[src/rtl/pipeline_ctrl.sv]
// Pipeline sequencer: freeze/flush/bubble/hold control and branch redirect for the 5-stage pipe.
// Optional PIPE_CTRL_PERF_EN adds stall/branch/memwait performance counters.
module pipeline_ctrl #(
  parameter int WORD_WIDTH   = 32,
  parameter int FLUSH_CYCLES = 1,
  parameter int MEM_TIMEOUT  = 15,
  parameter int CNT_W        = 32
) (
  input  logic                  clk,
  input  logic                  rst,
  input  logic                  hazard,
  input  logic                  branch_req,
  input  logic [WORD_WIDTH-1:0] branch_addr_in,
  input  logic                  mem_busy,
  output logic                  if_freeze,
  output logic                  if_flush,
  output logic                  id_bubble,
  output logic                  pipe_hold,
  output logic                  branch_taken,
  output logic [WORD_WIDTH-1:0] branch_addr,
`ifdef PIPE_CTRL_PERF_EN
  output logic [CNT_W-1:0]      perf_stall_cnt,
  output logic [CNT_W-1:0]      perf_flush_cnt,
  output logic [CNT_W-1:0]      perf_mem_cnt,
`endif
  output logic                  mem_timeout
);

  localparam int FW = (FLUSH_CYCLES > 1) ? $clog2(FLUSH_CYCLES) : 1;

  typedef enum logic [1:0] {RUN, FLUSH, MEMWAIT} state_t;

  state_t        state, ret_state;
  logic [3:0]    wait_cnt;
  logic [FW-1:0] flush_cnt;
  logic          pend;
  logic          hold, accept, stall, flushing;

  // mem_busy holds the pipe in the same cycle it appears, ahead of branch and hazard
  always_comb begin
    hold     = mem_busy || (state == MEMWAIT);
    accept   = !hold && branch_req;
    stall    = !hold && !branch_req && hazard && (state == RUN);
    flushing = !hold && (branch_req || (state == FLUSH));
  end

  assign pipe_hold    = !rst && hold;
  assign if_freeze    = !rst && (hold || stall);
  assign if_flush     = !rst && flushing;
  assign id_bubble    = !rst && (flushing || stall);
  // redirect is deferred while held so IF sees it exactly once
  assign branch_taken = !rst && pend && !hold;

  always_ff @(posedge clk or posedge rst) begin
    if (rst) begin
      state       <= RUN;
      ret_state   <= RUN;
      wait_cnt    <= '0;
      flush_cnt   <= '0;
      pend        <= 1'b0;
      branch_addr <= '0;
      mem_timeout <= 1'b0;
    end else begin
      if (accept) begin
        branch_addr <= branch_addr_in;
        pend        <= 1'b1;
      end else if (pend && !hold) begin
        pend <= 1'b0;
      end
      case (state)
        RUN: begin
          if (mem_busy) begin
            state     <= MEMWAIT;
            ret_state <= RUN;
            wait_cnt  <= 4'd1;
          end else if (branch_req && (FLUSH_CYCLES > 1)) begin
            state     <= FLUSH;
            flush_cnt <= FW'(FLUSH_CYCLES - 1);
          end
        end
        FLUSH: begin
          // flush_cnt is left untouched across the memory wait
          if (mem_busy) begin
            state     <= MEMWAIT;
            ret_state <= FLUSH;
            wait_cnt  <= 4'd1;
          end else if (branch_req) begin
            flush_cnt <= FW'(FLUSH_CYCLES - 1);
          end else if (flush_cnt <= FW'(1)) begin
            state     <= RUN;
            flush_cnt <= '0;
          end else begin
            flush_cnt <= flush_cnt - FW'(1);
          end
        end
        MEMWAIT: begin
          if (mem_busy) begin
            if (wait_cnt == 4'(MEM_TIMEOUT)) mem_timeout <= 1'b1;
            if (wait_cnt < 4'(MEM_TIMEOUT)) wait_cnt <= wait_cnt + 4'd1;
          end else begin
            state    <= ret_state;
            wait_cnt <= '0;
          end
        end
        default: state <= RUN;
      endcase
    end
  end

`ifdef PIPE_CTRL_PERF_EN
  always_ff @(posedge clk or posedge rst) begin
    if (rst) begin
      perf_stall_cnt <= '0;
      perf_flush_cnt <= '0;
      perf_mem_cnt   <= '0;
    end else begin
      if (stall)              perf_stall_cnt <= perf_stall_cnt + CNT_W'(1);
      if (accept)             perf_flush_cnt <= perf_flush_cnt + CNT_W'(1);
      if (state == MEMWAIT)   perf_mem_cnt   <= perf_mem_cnt + CNT_W'(1);
    end
  end
`endif

endmodule

[config.mk]
export PLATFORM = sky130hd
export DESIGN_NAME = pipeline_ctrl
export DESIGN_NICKNAME = d
export VERILOG_FILES = /design/src/rtl/pipeline_ctrl.sv
export SDC_FILE = /design/constraint.sdc
export NUM_CORES = 1
export LEC_CHECK = 0
export ABC_CLOCK_PERIOD_IN_PS = 3550
export CAP_MARGIN = 20
export CORE_MARGIN = 2
export CORE_UTILIZATION = 40
export DETAILED_ROUTE_END_ITERATION = 6
export GPL_TIMING_DRIVEN = 0
export PLACE_DENSITY = 0.74
export SLEW_MARGIN = 20
export SYNTH_ARGS = -nofsm -noshare
export SYNTH_HDL_FRONTEND = slang
export SYNTH_SLANG_ARGS = --single-unit
[constraint.sdc]
create_clock -name clk -period 3.55 [get_ports clk]
set_input_delay 1.065 -clock clk [delete_from_list [all_inputs] [get_ports clk]]
set_output_delay 1.065 -clock clk [all_outputs]
set_load 0.02 [all_outputs]
==> results.toml <==
[floorplanning]
fp.dieH_um = 72.1
die_x_um = 72.1
initial_core_util_pct = 42.0
design.core.area_mm2 = 0.00441
design.portCount = 75
rows = 24
die_area_mm2 = 0.00519

[cts]
cts.sink_count = 41
clk_pin_slew_worst_paths_ps = 70
tritoncts.num_buffers = 5
holdBufCountCts = 0
root_buffer = "sky130_fd_sc_hd__clkbuf_8"
clock_latency_on_the_worst_skew_pair_ps = 290
htreeDepth = 2
clk_path_buf_depth = 2
cts_setup_buffers = 0
cts_tree = "yes"

[global_routing]
met2_track_demand_over_resource_in_global_routing_pct = 29.3
grt_max_degree = 20
grt-ovfl-total = 0
grt.busiest_layer = "met2"
grt_util_met1_pct = 23.1
grt_antenna_before_repair = 0
globalRouteTotalUtil_pct = 18.0
grt_pass1_wl_um = 7100
grt_pass1_vias = 1454
grt_use_met3_pct = 5.14

[detailed_routing]
drt-initial-drc-count = 80
routed-via-count = 1334
vias_per_cell = 5.07
route.detailed.wl_per_inst_um = 16.3
ant_nets = 0
detail_route.first_pass.iterations = 4
postRouteWirelength_um = 4300
remaining_drc_errors = 0

[final_layout]
post_layout_nonfiller_instances = 263
antennaDiodeCount = 0
fin_nets = 248
post_route_cells_drive_above_1_share_pct = 25.6
area_grow_syn2layout_pct = 51.6

[power_and_ir_drop]
clock_power_share_pct = 24.4
p_total_mw = 1.36
comb_power_share_pct = 32.5
seq_power_share_pct = 43.0
swShare_pct = 28.1
intPower_uw = 978
pwr_density_cell_mw_per_mm2 = 484
power.net_switching_uw = 382
power_leakage_nw = 1.25
peakVddDrop_mv = 0.225

[timing]
max-slew-margin-rel_pct = 75.0
worst_clock_skew_ps = 6.03
final_hold_viol_count = 0
rsz0062_at_grt = "yes"
final.min_clock_period_ps = 3530
report.final.setup_viol = 0
final-max-slew-violation-count = 0
fin_crit_sh_pct = 99.4
tightest_slew_ps = 374
final_critical_path_setup_slack_ps = 21.5
clock.fmax_mhz = 283

[worst_hold_path]
worst_hold_path_type = "reg -> reg"
hold_start = "mem_timeout"
timing.hold.worst_path_depth = 1
min_to = "mem_timeout"

[logic_synthesis]
ys_warn_count = 0
synth.yosys.seq_area_share_pct = 55.4
synthesis.area_mm2 = 0.00185
syn_nets = 165
post_synth_inst_count = 127
synthesis.area_per_instance_um2 = 14.6
ys_seq_elements = 41
synthDistinctLibCells = 30

[worst_setup_path]
crit_path_max_fanout = 6
regToRegEndpoint = "branch_addr[30]"
arr_time_crit_path_ps = 2460
start_kind = "input pin"
cp-end-kind = "primary output"
critical_path_required_time_ps = 2480
worst-setup-path-type = "in -> out"
r2r_setup_slack_ps = 2070
timing.reg2reg.worst_path_depth = 5
regToRegStartpoint = "state[1]"

[run_status]
run_status = "finished clean"

[placement]
place.gp.congestion = 0.757
post-place-cells = 254
portBuffers = 74
dpl_worst_slack_ps = -359
dp_hpwl_um = 3080

[run]
timing.max_cap.violations = 0
==> per-layer routing <==
layer	part of all wire [%]	wire length, µm	up-vias
met1	44	1880	655
met3	6.8	293	5
met4	1.4	61	0
li1	-	-	619
met5	0	0	-
met2	48	2060	55
==> cell usage after synthesis (all sizes together) <==
cell     number  share of area, %
nor2b         4               1.4
nand2         4              0.81
nand3b        1              0.41
buf           7               3.2
o221ai        1              0.47
and3          1              0.34
and4          1              0.47
ha            1              0.68
dfrtp        41                55
a41o          1              0.54
nor3          2              0.54
a22o          1              0.47
mux2         33                26
or3           1              0.34
o21bai        2              0.81
a21oi         4               1.1
nand3         4               1.1
o22ai         1              0.34
o21ai         2              0.54
nand2b        4               1.8
nor2          4              0.81
o2111ai       1              0.47
a32o          1              0.54
a22oi         1              0.41
a2111oi       1              0.47
and2          1              0.34
inv           2              0.41
==> registers in the layout, indices dropped and copies added, names as in the netlist <==
signal and cells:
ret_state 1, pend 1, wait_cnt 4, mem_timeout 1, branch_addr 32, state 2
==> cell families (layout without fill, tap and decap cells) <==
group,after synthesis,after routing,share of synthesized area (%)
multiplexers,33,33,25.9
buffers and inverters,9,93,3.65
AND/OR/NAND/NOR,27,27,8.24
AO/OA/AOI/OAI,16,16,6.15
adder cells (fa/ha/maj),1,1,0.675
flip-flops,41,41,55.4
==> area by class of cell <==
cell class                      count  area [µm²]
Timing Repair Buffer               76         786
Clock inverter                      1        5.00
Tap cell                           52        65.1
Fill cell                         314        1610
Sequential cell                    41        1030
Buffer                              7        60.1
Inverter                            2        10.0
Clock buffer                        7        96.3
Multi-Input combinational cell     77         761
==> placed cells by master (no fill, tap or decap), drive strengths merged, types with 3 or more instances in the layout <==
master,n
nor2,4
dlygate4sd2,3
a21oi,4
mux2,33
buf,8
clkdlybuf4s50,69
nand3,4
nand2,4
nand2b,4
clkbuf,8
nor2b,4
dfrtp,41
==> how the worst max path moves through the flow <==
stage                           from            to  slack [ps]  cells after the start
after floorplan                  rst  branch_taken         110                      2
after global placement           rst  branch_taken       -1180                      4
after detailed placement  branch_req     id_bubble        -360                      4
after CTS                        rst  branch_taken          10                      5
after global routing      branch_req     id_bubble         -30                      4
final                     branch_req     id_bubble          20                      4
==> worst max-delay path, stage by stage <==
cell and delay [ps]:
sky130_fd_sc_hd__clkdlybuf4s50_1 570, sky130_fd_sc_hd__nand2_1 80, sky130_fd_sc_hd__a2111oi_1 430, sky130_fd_sc_hd__clkdlybuf4s15_2 320
==> stage by stage <==
stage / area [µm²] / hold slack (ps) / TNS, ps / util [%]
floorplan: 1850 / 471 / 0 / -
global placement: 2660 / 477 / -1560 / 60.2
detailed placement: 2680 / 473 / -887 / 60.7
CTS: 2810 / 491 / 0 / 63.7
global route: 2810 / 511 / -30.1 / 63.6
finish: 2810 / 480 / 0 / 63.6
==> what timing repair did <==
| item | in CTS | in global routing |
|---|---|---|
| hold endpoints to repair | 0 | 0 |
| gates cloned | 1 | 0 |
| gates resized for setup | 9 | 2 |
| endpoints found under the setup margin | 5 | 2 |
==> power groups by stage <==
stage                     combinational [mW]  sequential, mW  clock, mW
after floorplan                        0.138           0.676          0
after global placement                 0.431           0.587          0
after detailed placement               0.440           0.594          0
after CTS                              0.448           0.586      0.344
after global routing                   0.467           0.594      0.365
final                                  0.443           0.585      0.332
Power figures use the tool's default switching activity.
